**config.mk**
```make
export PLATFORM = sky130hd
export DESIGN_NAME = divider_flat
export DESIGN_NICKNAME = d
export VERILOG_FILES = /design/src/rtl/divider_if.sv /design/src/rtl/divider.sv /design/src/flat_wrapper.sv
export SDC_FILE = /design/constraint.sdc
export NUM_CORES = 1
export LEC_CHECK = 0
export BUFFER_PORTS_ARGS = -buffer_cell sky130_fd_sc_hd__clkbuf_2
export CORE_UTILIZATION = 30
export CTS_BUF_LIST = sky130_fd_sc_hd__clkbuf_4 sky130_fd_sc_hd__clkbuf_8 sky130_fd_sc_hd__clkbuf_16
export DETAILED_ROUTE_END_ITERATION = 6
export PLACE_DENSITY = 0.51
export SYNTH_ARGS = -nofsm -noshare
export SYNTH_HDL_FRONTEND = slang
export SYNTH_SLANG_ARGS = --single-unit
```
**constraint.sdc**
```tcl
create_clock -name clk -period 3.76 [get_ports clk]
set_input_delay 0.188 -clock clk [delete_from_list [all_inputs] [get_ports clk]]
set_output_delay 0.188 -clock clk [all_outputs]
set_load 0.02 [all_outputs]
```
**src/rtl/divider_if.sv**
```systemverilog
// divider_if: request operands and result/status bundle for the divider.
interface divider_if #(
    parameter int W = 16
);
    logic start;
    logic [2*W-1:0] dividend;
    logic [W-1:0] divisor;
    logic [W-1:0] quotient;
    logic [W-1:0] remainder;
    logic busy;
    logic done;
    logic overflow;
    modport master(output start, dividend, divisor, input quotient, remainder, busy, done, overflow);
    modport slave(input start, dividend, divisor, output quotient, remainder, busy, done, overflow);
endinterface

```
**src/rtl/divider.sv**
```systemverilog
// divider: unsigned restoring divider, 2W-bit dividend by W-bit divisor, one quotient bit per cycle.
module divider #(
    parameter int W = 16
) (
    input logic clk,
    input logic reset,
    divider_if.slave bus
);
    localparam int CW = $clog2(W) + 1;
    typedef enum logic {IDLE, CALC} state_t;
    state_t state, next_state;
    logic [CW-1:0] cnt;
    logic [W-1:0] hi, lo, dvs, pr, pr_next, q, quotient, remainder;
    logic [W:0] shifted;
    logic take, ovf_req, last, qbit, done, overflow;
    assign take = state == IDLE && bus.start;
    assign ovf_req = bus.divisor <= bus.dividend[2*W-1:W];
    assign last = cnt == CW'(W - 1);
    // first step seeds the working remainder with the dividend's upper half
    assign shifted = {(cnt == '0) ? hi : pr, lo[W-1]};
    assign qbit = shifted >= {1'b0, dvs};
    assign pr_next = qbit ? W'(shifted - {1'b0, dvs}) : shifted[W-1:0];
    always_ff @(posedge clk) state <= reset ? IDLE : next_state;
    always_comb next_state = (state == IDLE) ? ((take && !ovf_req) ? CALC : IDLE) : (last ? IDLE : CALC);
    always_ff @(posedge clk) begin
        if (reset) begin
            cnt <= '0;
            hi <= '0;
            lo <= '0;
            dvs <= '0;
            pr <= '0;
            q <= '0;
            quotient <= '0;
            remainder <= '0;
            done <= 1'b0;
            overflow <= 1'b0;
        end else begin
            done <= 1'b0;
            if (take) begin
                overflow <= ovf_req;
                done <= ovf_req;
                hi <= bus.dividend[2*W-1:W];
                lo <= bus.dividend[W-1:0];
                dvs <= bus.divisor;
                pr <= '0;
                cnt <= '0;
                q <= '0;
            end else if (state == CALC) begin
                pr <= pr_next;
                lo <= lo << 1;
                q <= {q[W-2:0], qbit};
                cnt <= cnt + 1'b1;
                if (last) begin
                    quotient <= {q[W-2:0], qbit};
                    remainder <= pr_next;
                    done <= 1'b1;
                end
            end
        end
    end
    assign bus.quotient = quotient;
    assign bus.remainder = remainder;
    assign bus.busy = state == CALC;
    assign bus.done = done;
    assign bus.overflow = overflow;
endmodule

```
**src/flat_wrapper.sv**
```systemverilog
// flat-port wrapper written by rule: the top's interface ports become plain ports
module divider_flat 
#(
    parameter int W = 16
)
  (clk, reset, bus_start, bus_dividend, bus_divisor, bus_quotient, bus_remainder, bus_busy, bus_done, bus_overflow);
  divider_if #(.W(W)) bus_i ();
  input logic clk;
  input logic reset;
  input wire logic [$bits(bus_i.start)-1:0] bus_start;
  input wire logic [$bits(bus_i.dividend)-1:0] bus_dividend;
  input wire logic [$bits(bus_i.divisor)-1:0] bus_divisor;
  output wire logic [$bits(bus_i.quotient)-1:0] bus_quotient;
  output wire logic [$bits(bus_i.remainder)-1:0] bus_remainder;
  output wire logic [$bits(bus_i.busy)-1:0] bus_busy;
  output wire logic [$bits(bus_i.done)-1:0] bus_done;
  output wire logic [$bits(bus_i.overflow)-1:0] bus_overflow;
  assign bus_i.start = bus_start;
  assign bus_i.dividend = bus_dividend;
  assign bus_i.divisor = bus_divisor;
  assign bus_quotient = bus_i.quotient;
  assign bus_remainder = bus_i.remainder;
  assign bus_busy = bus_i.busy;
  assign bus_done = bus_i.done;
  assign bus_overflow = bus_i.overflow;
  divider #(.W(W)) u_core (.clk(clk), .reset(reset), .bus(bus_i));
endmodule
```
* Yosys cells after proc, flatten, opt, wreduce, memory -nomap -nowiden *
Index checks and enable logic that the tools add are counted.

storage, ports and cells
  flip-flop bits (word level) = 119

cells by class
  eq/ne operators = 1
  muxes and demuxes = 10
  $lt $le $gt $ge = 2
  bitwise gates (word level) = 2
  reductions and logical operators = 7
  $add $sub $neg = 2

operator list
  operator                                                                count
  16-bit 2-to-1 mux                                                       4
  17-bit by 16-bit >= comparator with 1-bit output                        1
  16-bit less-or-equal comparator                                         1
  16-bit subtractor                                                       1
  1-bit 2-to-1 mux                                                        6
  5-bit by 1-bit adder with 5-bit output (second input constant)          1
  5-bit by 4-bit equality test with 1-bit output (second input constant)  1
  5-bit zero test                                                         1
  3-bit AND reduction                                                     1
  1-bit logical AND                                                       2
  1-bit NOT                                                               2
  2-bit nonzero test                                                      1
  2-bit OR reduction                                                      1
  1-bit zero test                                                         1

* Depth between registers and ports, before layout *
Gate-level depths: netlist of run 1.

  word-level depth = 5
  gate-level depth with buffers = 16

* Worst setup path before layout of run 1 *
OpenSTA, ideal clock, no wires.

  kind = register to register
  start point = reg u_core.cnt[0]
  end point = reg u_core.pr[0]
  cell stages (with the launch flop) = 17
  data arrival time = 3,325 ps
  buffers on the path = 3
  setup slack = 373 ps
  setup time = 62 ps
  cell sequence = dfxtp_1 -> inv_1 -> ha_1 -> nor4b_1 -> buf_4 -> buf_2 -> mux2i_1 -> inv_1 -> ha_1 -> and3_1 -> o21ai_2 -> a211o_1 -> and2_4 -> a41o_4 -> buf_6 -> a2111o_1 -> nand3_1

on the way
  cells in the longest elaborated chain, start to end = 4

RTL lines
  what                                              line           RTL
  from (decl)                                       divider.sv:12  logic [CW-1:0] cnt;
  from (signal assigned)                            divider.sv:52  cnt <= cnt + 1'b1;
  5-bit zero test                                   divider.sv:20  assign shifted = {(cnt == '0) ? hi : pr, lo[W-1]};
  16-bit 2-to-1 mux                                 divider.sv:20
  17-bit by 16-bit >= comparator with 1-bit output  divider.sv:21  assign qbit = shifted >= {1'b0, dvs};
  16-bit 2-to-1 mux                                 divider.sv:22  assign pr_next = qbit ? W'(shifted - {1'b0, dvs}) : shifted[W-1:0];
  to (signal assigned)                              divider.sv:49  pr <= pr_next;
  to (decl)                                         divider.sv:13  logic [W-1:0] hi, lo, dvs, pr, pr_next, q, quotient, remainder;

Every way passes these cells.
A chain may end at the register's enable or synchronous reset.

* Worst setup path after layout of run 1 *
  start point = reg u_core.cnt[0]
  end point = reg u_core.remainder[0], in the netlist u_core.bus.remainder[0]

on the way
  cells in the longest elaborated chain, start to end = 4
  elaborated cells on any way between the ends = 6

RTL lines
  what                                              line           RTL
  5-bit zero test                                   divider.sv:20
  16-bit 2-to-1 mux                                 divider.sv:20
  17-bit by 16-bit >= comparator with 1-bit output  divider.sv:21
  16-bit 2-to-1 mux                                 divider.sv:22
  to (signal assigned)                              divider.sv:55  remainder <= pr_next;
  to (decl)                                         divider.sv:13

Several ways; a longest one is shown, not always the timed one.

==> flow_summary.json, run 1 <==
{
  "avgViaCountPerCell": 4.898,
  "cap_violations": 0,
  "start_kind": "flop",
  "io_buffers": 85,
  "critPathKind": "flop to flop",
  "synth-seq-cells": 119,
  "hold_path_class": "primary input to flop",
  "cp.required_ns": 4.12,
  "vias": 5476,
  "grt.total_usage_pct": 16.72,
  "yosys.area.top_type_share_pct": 38.69,
  "grt_pass1_wl_um": 27790,
  "cts_tree": "done",
  "dieArea_um2": 21100,
  "die_h_um": 145.3,
  "slew-limit-headroom_pct": 45.91,
  "setup_viol": 0,
  "reg2reg_from": "u_core.cnt[0]",
  "clk-insertion-delay-late_ns": 0.42,
  "io_pins": 86,
  "finalSetupTns_ns": 0,
  "wl_um": 16900,
  "cts_made_buffers": 17,
  "synth_cells": 766,
  "placedCellCount": 1085,
  "period_minus_slack_ns": 3.509,
  "fin_crit_sh_pct": 93.33,
  "nets": 922,
  "netlist.top_cell.by_area": "dfxtp_1",
  "dp_hpwl_um": 12070,
  "skew_ns": 0.01062,
  "ant_nets": 0,
  "fmaxAchievable_mhz": 285.0,
  "drt_first_pass_iters": 5,
  "clock-sinks": 119,
  "cts-root-buf": "clkbuf_16",
  "fp.dieW_um": 145.3,
  "hp-start": "bus_dividend[30]",
  "synthToLayoutAreaGrowth_pct": 21.32,
  "syn_nets": 853,
  "slowest_stage": "a2111oi_1",
  "initial_core_util_pct": 30.53,
  "ys_seq_area_share_pct": 38.69,
  "drc": 0,
  "post-place-ws_ns": 0.1365,
  "ir_drop_v": 0.0003091,
  "antenna_cells": 0,
  "place.gp.congestion": 0.8722,
  "core_um2": 20170,
  "grt_max_degree": 46,
  "path_cells": "inv_1 -> ha_1 -> nor4b_4 -> buf_12 -> mux2i_1 -> inv_1 -> ha_1 -> and3_1 -> o21ai_2 -> a211o_1 -> and2_4 -> a41o_4 -> a2111oi_1 -> a211o_1",
  "path_max_fanout": 22,
  "grt.overflow.total": 0,
  "postCtsSetupBuffers": 0,
  "n_fill_cell": 2146,
  "arrival_ns": 3.87,
  "htreeDepth": 4,
  "drive_above_1_share_pct": 17.81,
  "ys.flop_type": "dfxtp_1",
  "netlist_area_um2": 6157,
  "critical_path.top_delay_family": "compound AO/OA/AOI/OAI gates",
  "instances_no_fill": 1118,
  "p_leak_nw": 3.268,
  "cts_buffer_depth": 2,
  "syn_area_per_cell_um2": 8.038,
  "endpoint_kind": "flop",
  "drtIter0Drc": 293,
  "std_cell_rows": 52,
  "path_clk_slew_ns": 0.06,
  "grt_pass1_vias": 5311,
  "tightest_slew_ns": 0.8084,
  "maxSlewViolCount": 0,
  "crit_start": "u_core.cnt[0]",
  "yosysWarnings": 0,
  "status": "finished, final reports clean",
  "wire_per_inst_um": 15.12,
  "path_buf_inv": 3,
  "asyncSetResetFlopFracSynth_pct": 0,
  "hold_viol": 0,
  "synth_edf_count": 0,
  "holdWs_ns": 0.01821,
  "antenna_found_initial": 0,
  "timing.critical_path.slowest_cell_delay_ns": 0.44,
  "power.total_mw": 3.777,
  "synth_cell_types": 60,
  "ys_top_cells_by_area": "dfxtp_1 39%, ha_1 7.1%, nand2_1 6.9%, a21oi_1 6.7%, mux2i_1 6.5%",
  "setup_slack_ns": 0.2508,
  "power_density_nw_per_um2": 505.6
}
power by group:
group	switching (mW)	total [mW]	leakage [nW]	internal [mW]
registers	0.0333	1.35	0.969	1.31
logic	0.516	0.823	2.02	0.307
clock network	0.666	1.61	0.282	0.939
cells by family after synthesis:
group	Yosys count	synth area share (%)
multiplexers	45	7.417
XOR/XNOR	12	1.707
AO/OA/AOI/OAI	187	19.49
adder cells (fa/ha/maj)	36	7.438
flip-flops	119	38.69
buffers and inverters	103	6.564
AND/OR/NAND/NOR	264	18.70
flip-flops by register name, indices dropped and copies added (netlist names):
signal / cells
u_core.pr: 16
u_core.bus.busy: 1
u_core.bus.done: 1
u_core.bus.remainder: 16
u_core.hi: 16
u_core.lo: 16
u_core.bus.quotient: 16
u_core.bus.overflow: 1
u_core.q: 15
u_core.cnt: 5
u_core.dvs: 16
per-layer routing:
metal / up-vias / wire length (um) / global-route usage (%)
li1: 2798 / - / -
met1: 2539 / 7901 / 21.12
met2: 119 / 7993 / 27.52
met3: 20 / 607 / 3.585
met4: 0 / 397 / 6.842
met5: - / 0 / 0
per-stage QoR:
step	area [um^2]	util (%)
6_report	7470	37.03
5_1_grt	7470	37.03
4_1_cts	7436	36.87
3_5_place_dp	6843	33.93
3_3_place_gp	6843	33.93
2_1_floorplan	6157	-
Yosys cell counts, drive strengths merged (5+ instances only):
cell type,count
dfxtp,119
nand2,114
a21oi,84
nor2,80
inv,53
mux2i,40
clkbuf,36
ha,35
o21ai,25
nand3,17
buf,14
nor3,11
a21o,10
a31oi,10
nand4,10
a311oi,9
o21bai,8
a211oi,6
and3,6
o211ai,6
o31a,6
xnor2,6
xor2,6
mux2,5
tightest hold or removal path, cell delays in order:
cell      delay (ns)
clkbuf_2        0.09
nand2_1         0.05
a21oi_1         0.05
final cells by class:
type | instances | area [um^2] | area share (%)
Inverter | 53 | 198.9 | 2.663
Clock inverter | 15 | 157.7 | 2.111
Multi-Input combinational cell | 544 | 3410 | 45.64
Tap cell | 270 | 337.8 | 4.523
Clock buffer | 17 | 425.4 | 5.695
Sequential cell | 119 | 2384 | 31.91
Timing Repair Buffer | 100 | 556.8 | 7.454
final timing paths:
kind / slack, ns / to / cells past startpoint
min reg2reg: 0.45 / u_core.dvs[10] / 2
min: 0.02 / u_core.hi[14] / 3
max: 0.25 / u_core.bus.remainder[0] / 14
max reg2reg: 0.25 / u_core.bus.remainder[0] / 14
layout by cell type (no fill, tap or decap), types with 4 or more instances in the layout:
cell type    n
a211oi_1     4
a21o_1      10
a21oi_1     82
a311oi_1     9
a31oi_1     10
and3_1       6
buf_4       12
clkbuf_16   17
clkbuf_2    84
dfxtp_1    118
ha_1        34
inv_1       53
inv_6        8
mux2_2       5
mux2i_1     40
nand2_1    114
nand3_1     17
nand3b_1     4
nand4_1     10
nor2_1      79
nor3_1      11
o2111ai_1    4
o211ai_1     6
o21ai_0     19
o21ai_1      5
o21bai_1     8
o31a_1       6
xnor2_1      6
xor2_1       6
timing repair:
item                                   4_1_cts  5_1_grt
resized for setup                            0        8
setup endpoints to repair                    0       22
endpoints found under the hold margin        1        0
hold buffers                                 1        0
(Power assumes the default switching activity.)
==> run 2: changes to the inputs <==
==> constraint.sdc (replaced) <==
create_clock -name clk -period 3.76 [get_ports clk]
set_input_delay 0.94 -clock clk [delete_from_list [all_inputs] [get_ports clk]]
set_output_delay 0.94 -clock clk [all_outputs]
set_load 0.02 [all_outputs]
==> flow_summary.json, run 2 (synthesized netlist as in run 1, its figures left out) <==
{
  "setup_slack_ns": 0.2134,
  "tightest_slew_ns": 0.7584,
  "layout_common_cells": "118 x dfxtp_1, 114 x nand2_1, 84 x clkbuf_2",
  "vias": 5525,
  "dieArea_um2": 21100,
  "cap_violations": 0,
  "endpoint_kind": "flop",
  "clock-sinks": 119,
  "placed_cell_area_um2": 6873,
  "worst_r2r_path_depth": 16,
  "clk-insertion-delay-late_ns": 0.42,
  "whs_path_depth": 2,
  "ff_latch_area_um2": 2384,
  "cts-root-buf": "clkbuf_16",
  "io_buffers": 85,
  "nets": 929,
  "drive_above_1_share_pct": 18.36,
  "drc": 0,
  "arrival_ns": 3.90,
  "start_kind": "flop",
  "timing.critical_path.slowest_cell_delay_ns": 0.46,
  "cts_buffer_depth": 2,
  "path_clk_slew_ns": 0.06,
  "slew-limit-headroom_pct": 49.35,
  "avgViaCountPerCell": 4.911,
  "path_cells": "inv_1 -> ha_1 -> nor4b_4 -> buf_12 -> mux2i_1 -> inv_1 -> ha_1 -> a21oi_1 -> o21ai_1 -> or2b_1 -> and2_4 -> a41oi_2 -> buf_6 -> buf_4 -> or4_1 -> nand3_1",
  "core_um2": 20170,
  "io_pins": 86,
  "place.gp.congestion": 0.8529,
  "cp.required_ns": 4.11,
  "htreeDepth": 4,
  "hold_viol": 0,
  "antenna_found_initial": 0,
  "slowest_stage": "or4_1",
  "power.total_mw": 3.787,
  "grt.overflow.total": 0,
  "critical_path.top_delay_family": "simple AND/OR/NAND/NOR gates",
  "period_minus_slack_ns": 3.547,
  "wire_per_inst_um": 15.08,
  "antenna_cells": 0,
  "drtIter0Drc": 449,
  "synthToLayoutAreaGrowth_pct": 21.89,
  "fmaxAchievable_mhz": 282.0,
  "cts_made_buffers": 17,
  "r2r-end": "u_core.pr[2]",
  "skew_ns": 0.01472,
  "fin_crit_sh_pct": 94.32,
  "power_density_nw_per_um2": 504.6,
  "grt.total_usage_pct": 16.54,
  "status": "finished, final reports clean",
  "n_fill_cell": 2169,
  "dp_hpwl_um": 12150,
  "grt_pass1_wl_um": 27680,
  "instances_no_fill": 1125,
  "rrSetupSlack_ns": 0.21,
  "layout_commonest_cell": "dfxtp_1",
  "hp-start": "u_core.bus.quotient[12]",
  "initial_core_util_pct": 30.53,
  "ant_nets": 0,
  "wl_um": 16960,
  "maxSlewViolCount": 0,
  "fp.dieW_um": 145.3,
  "finalSetupTns_ns": 0,
  "fin_area_um2": 7505,
  "p_leak_nw": 3.287,
  "die_h_um": 145.3,
  "placedCellCount": 1089,
  "hold_buffers": 0,
  "post-place-ws_ns": 0.1652,
  "cts_tree": "done",
  "path_max_fanout": 16,
  "drt_first_pass_iters": 5,
  "multi_input_area_um2": 3392,
  "holdPathEnd": "u_core.bus.quotient[12]",
  "reg2reg_from": "u_core.cnt[0]",
  "std_cell_rows": 52,
  "ir_drop_v": 0.0003131,
  "setup_viol": 0,
  "rsz0062_at_grt": "false",
  "grt_pass1_vias": 5264,
  "grt_max_degree": 49,
  "hold_path_class": "flop to flop",
  "path_buf_inv": 5,
  "critPathKind": "flop to flop"
}
## run 2: changes by cell type in the layout (fill, tap and decap cells not counted), moves of 2 or more
cell,change
buf_4,+8
inv_8,-3
clkinvlp_4,+2
inv_6,-6
clkinv_2,+2
clkinv_4,+3
## run 2: how the worst max path moves through the flow
stage / from / endpoint / slack, ns / depth (start not counted)
5_1_grt: u_core.cnt[0] / u_core.bus.remainder[15] / 0.009 / 14
6_report: u_core.cnt[0] / u_core.pr[2] / 0.21 / 16
2_1_floorplan: u_core.cnt[0] / u_core.pr[0] / 0.37 / 16
3_3_place_gp: u_core.cnt[0] / u_core.bus.remainder[0] / 0.19 / 14
3_5_place_dp: u_core.cnt[0] / u_core.bus.remainder[10] / 0.17 / 15
4_1_cts: u_core.cnt[0] / u_core.bus.remainder[10] / 0.12 / 15
## run 2: layout make-up
class                      instances  area share (%)
clock buffer                      18           5.769
clock inverter                    14           2.034
inverter                          53           2.651
multi-input combinational        544           45.20
sequential                       119           31.76
tap                              270           4.501
timing repair buffer             107           8.086
## run 2: report_power, final
group	internal, mW	switching, mW
clock network	0.986	0.610
registers	1.32	0.0415
logic	0.323	0.511
total	2.62	1.16
## run 2: metrics by stage
step / hold WS, ns / util [%]
after global placement: 0.4461 / 34.08
after floorplan: 0.4312 / -
final: 0.4532 / 37.21
after detailed placement: 0.4477 / 34.08
after global routing: 0.4705 / 37.21
after CTS: 0.4551 / 36.98
## run 2: tightest hold or removal path, delay by kind of cell (launching register included)
family,cells,cell delay (ns)
flip-flops,1,0.31
AND/OR/NAND/NOR,1,0.05
AO/OA/AOI/OAI,1,0.05
## run 2: per-layer routing
layer	GRT usage, %	wire, um	vias up
met5	0	0	-
met4	5.895	340	0
met3	3.836	587	23
met2	27.02	7981	97
met1	21.22	8051	2594
li1	-	-	2811
## run 2: repair_timing
item	in CTS	in global routing
setup endpoints to repair	0	23
setup buffers	0	4
resized for setup	0	4
endpoints found under the hold margin	0	0
==> run 3: changes to the inputs <==
--- a/config.mk
+++ b/config.mk
@@ -8,8 +8,11 @@
 export BUFFER_PORTS_ARGS = -buffer_cell sky130_fd_sc_hd__clkbuf_2
 export CORE_UTILIZATION = 30
 export CTS_BUF_LIST = sky130_fd_sc_hd__clkbuf_4 sky130_fd_sc_hd__clkbuf_8 sky130_fd_sc_hd__clkbuf_16
+export CTS_CLUSTER_DIAMETER = 150
 export DETAILED_ROUTE_END_ITERATION = 6
+export MAX_ROUTING_LAYER = met4
 export PLACE_DENSITY = 0.51
+export RECOVER_POWER = 25
 export SYNTH_ARGS = -nofsm -noshare
 export SYNTH_HDL_FRONTEND = slang
 export SYNTH_SLANG_ARGS = --single-unit
==> flow_summary.json, run 3 (synthesized netlist as in run 1, its figures left out) <==
{
  "die_h_um": 145.3,
  "core_um2": 20170,
  "dp_hpwl_um": 12150,
  "hp-start": "u_core.bus.quotient[12]",
  "grt_pass1_vias": 5281,
  "n_fill_cell": 2173,
  "avgViaCountPerCell": 4.933,
  "drc": 0,
  "skew_ns": 0.009388,
  "tightest_slew_ns": 0.9415,
  "path_max_fanout": 16,
  "io_pins": 86,
  "wire_per_inst_um": 15.15,
  "cap_violations": 0,
  "path_buf_inv": 5,
  "status": "finished, final reports clean",
  "wl_um": 17050,
  "p_leak_nw": 3.275,
  "initial_core_util_pct": 30.53,
  "endpoint_kind": "flop",
  "power_density_nw_per_um2": 505.3,
  "grt_pass1_wl_um": 27650,
  "vias": 5550,
  "drtIter0Drc": 473,
  "ff_latch_area_um2": 2382,
  "hold_buffers": 0,
  "fp.dieW_um": 145.3,
  "antenna_cells": 0,
  "grt_max_degree": 49,
  "power_frac_seq_pct": 35.8,
  "placed_cell_area_um2": 6873,
  "dieArea_um2": 21100,
  "path_cells": "inv_1 -> ha_1 -> nor4b_4 -> buf_12 -> mux2i_1 -> inv_1 -> ha_1 -> a21oi_1 -> o21ai_1 -> or2b_1 -> and2_4 -> a41oi_2 -> buf_6 -> buf_4 -> or4_1 -> nand3_1",
  "ir_drop_v": 0.0003116,
  "nets": 929,
  "multi_input_area_um2": 3390,
  "clk-insertion-delay-late_ns": 0.41,
  "arrival_ns": 3.89,
  "fin_area_um2": 7497,
  "antenna_found_initial": 0,
  "fin_crit_sh_pct": 94.06,
  "cts-root-buf": "clkbuf_16",
  "worst_r2r_path_depth": 16,
  "ant_nets": 0,
  "reg2reg_from": "u_core.cnt[0]",
  "timing.critical_path.slowest_cell_delay_ns": 0.46,
  "cts_made_buffers": 17,
  "io_buffers": 85,
  "finalSetupTns_ns": 0,
  "switching_power_mw": 1.164,
  "p_int_mw": 2.624,
  "path_clk_slew_ns": 0.06,
  "period_minus_slack_ns": 3.537,
  "std_cell_rows": 52,
  "cp.required_ns": 4.11,
  "layout_commonest_cell": "dfxtp_1",
  "slew-limit-headroom_pct": 37.14,
  "holdPathEnd": "u_core.bus.quotient[12]",
  "cts_buffer_depth": 2,
  "start_kind": "flop",
  "place.gp.congestion": 0.8665,
  "hold_viol": 0,
  "critPathKind": "flop to flop",
  "p_comb_share_pct": 22.1,
  "grt.total_usage_pct": 17.01,
  "clock-sinks": 119,
  "htreeDepth": 4,
  "maxSlewViolCount": 0,
  "cts_tree": "done",
  "power.total_mw": 3.788,
  "synthToLayoutAreaGrowth_pct": 21.76,
  "grt.overflow.total": 0,
  "fmaxAchievable_mhz": 282.7,
  "drive_above_1_share_pct": 17.78,
  "hold_path_class": "flop to flop",
  "layout_common_cells": "119 x dfxtp_1, 114 x nand2_1, 82 x a21oi_1",
  "drt_first_pass_iters": 5,
  "slowest_stage": "or4_1",
  "switching_share_pct": 30.74,
  "r2r-end": "u_core.pr[2]",
  "p_clk_share_pct": 42.1,
  "critical_path.top_delay_family": "simple AND/OR/NAND/NOR gates",
  "setup_viol": 0,
  "rsz0062_at_grt": "false",
  "whs_path_depth": 2,
  "rrSetupSlack_ns": 0.22
}
==> run 3: cell counts in the layout (fill, tap and decap cells not counted) <==
No cell type changed its count.
==> run 3: per-layer routing <==
metal | routed length, um | global-route usage [%] | vias to the layer above
li1 | - | - | 2815
met1 | 8117 | 21.09 | 2607
met2 | 8039 | 27.12 | 110
met3 | 583 | 3.962 | 18
met4 | 307 | 5.737 | 0
met5 | 0 | - | -
==> run 3: timing repair <==
item	in CTS	in global routing
setup endpoints to repair	0	23
setup buffers	0	4
gates resized for setup	0	4
==> run 3: how the worst max path moves through the flow <==
stage | from | slack, ns | cells past startpoint | endpoint
2_1_floorplan | u_core.cnt[0] | 0.37 | 16 | u_core.pr[0]
3_3_place_gp | u_core.cnt[0] | 0.19 | 14 | u_core.bus.remainder[0]
3_5_place_dp | u_core.cnt[0] | 0.17 | 15 | u_core.bus.remainder[10]
4_1_cts | u_core.cnt[0] | 0.12 | 15 | u_core.bus.remainder[10]
5_1_grt | u_core.cnt[0] | 0.01 | 16 | u_core.pr[2]
6_report | u_core.cnt[0] | 0.22 | 16 | u_core.pr[2]
==> run 3: metrics by stage <==
step | instances | worst slack, ns | hold WS, ns | utilization [%]
2_1_floorplan | 766 | 0.3730 | 0.4312 | -
5_1_grt | 1125 | 0.01079 | 0.4705 | 37.17
4_1_cts | 1121 | 0.1241 | 0.4551 | 36.98
6_report | 1125 | 0.2233 | 0.4532 | 37.17
3_5_place_dp | 1089 | 0.1652 | 0.4477 | 34.08
3_3_place_gp | 1089 | 0.1886 | 0.4461 | 34.08
==> run 3: cell type report <==
type | instances | share of cell area (%)
clock buffers | 18 | 5.774
clock inverters | 14 | 2.036
inverters | 53 | 2.654
multi-input cells | 544 | 45.21
flip-flops and latches | 119 | 31.78
well taps | 270 | 4.506
repair buffers | 107 | 8.044
==> run 3: power groups by stage <==
| stage | logic (mW) | clock network (mW) | registers (mW) |
|---|---|---|---|
| after floorplan | 0.595 | 0 | 1.37 |
| after global placement | 0.815 | 0 | 1.38 |
| after detailed placement | 0.806 | 0 | 1.38 |
| after CTS | 0.811 | 1.64 | 1.36 |
| after global routing | 0.919 | 1.70 | 1.36 |
| final | 0.835 | 1.60 | 1.36 |
==> run 3: worst reg2reg max path, cell delays in order, from the launching register on <==
cell,delay [ns]
dfxtp_1,0.34
inv_1,0.07
ha_1,0.14
nor4b_4,0.24
buf_12,0.21
mux2i_1,0.32
inv_1,0.12
ha_1,0.35
a21oi_1,0.17
o21ai_1,0.12
or2b_1,0.21
and2_4,0.15
a41oi_2,0.13
buf_6,0.20
buf_4,0.14
or4_1,0.46
nand3_1,0.09
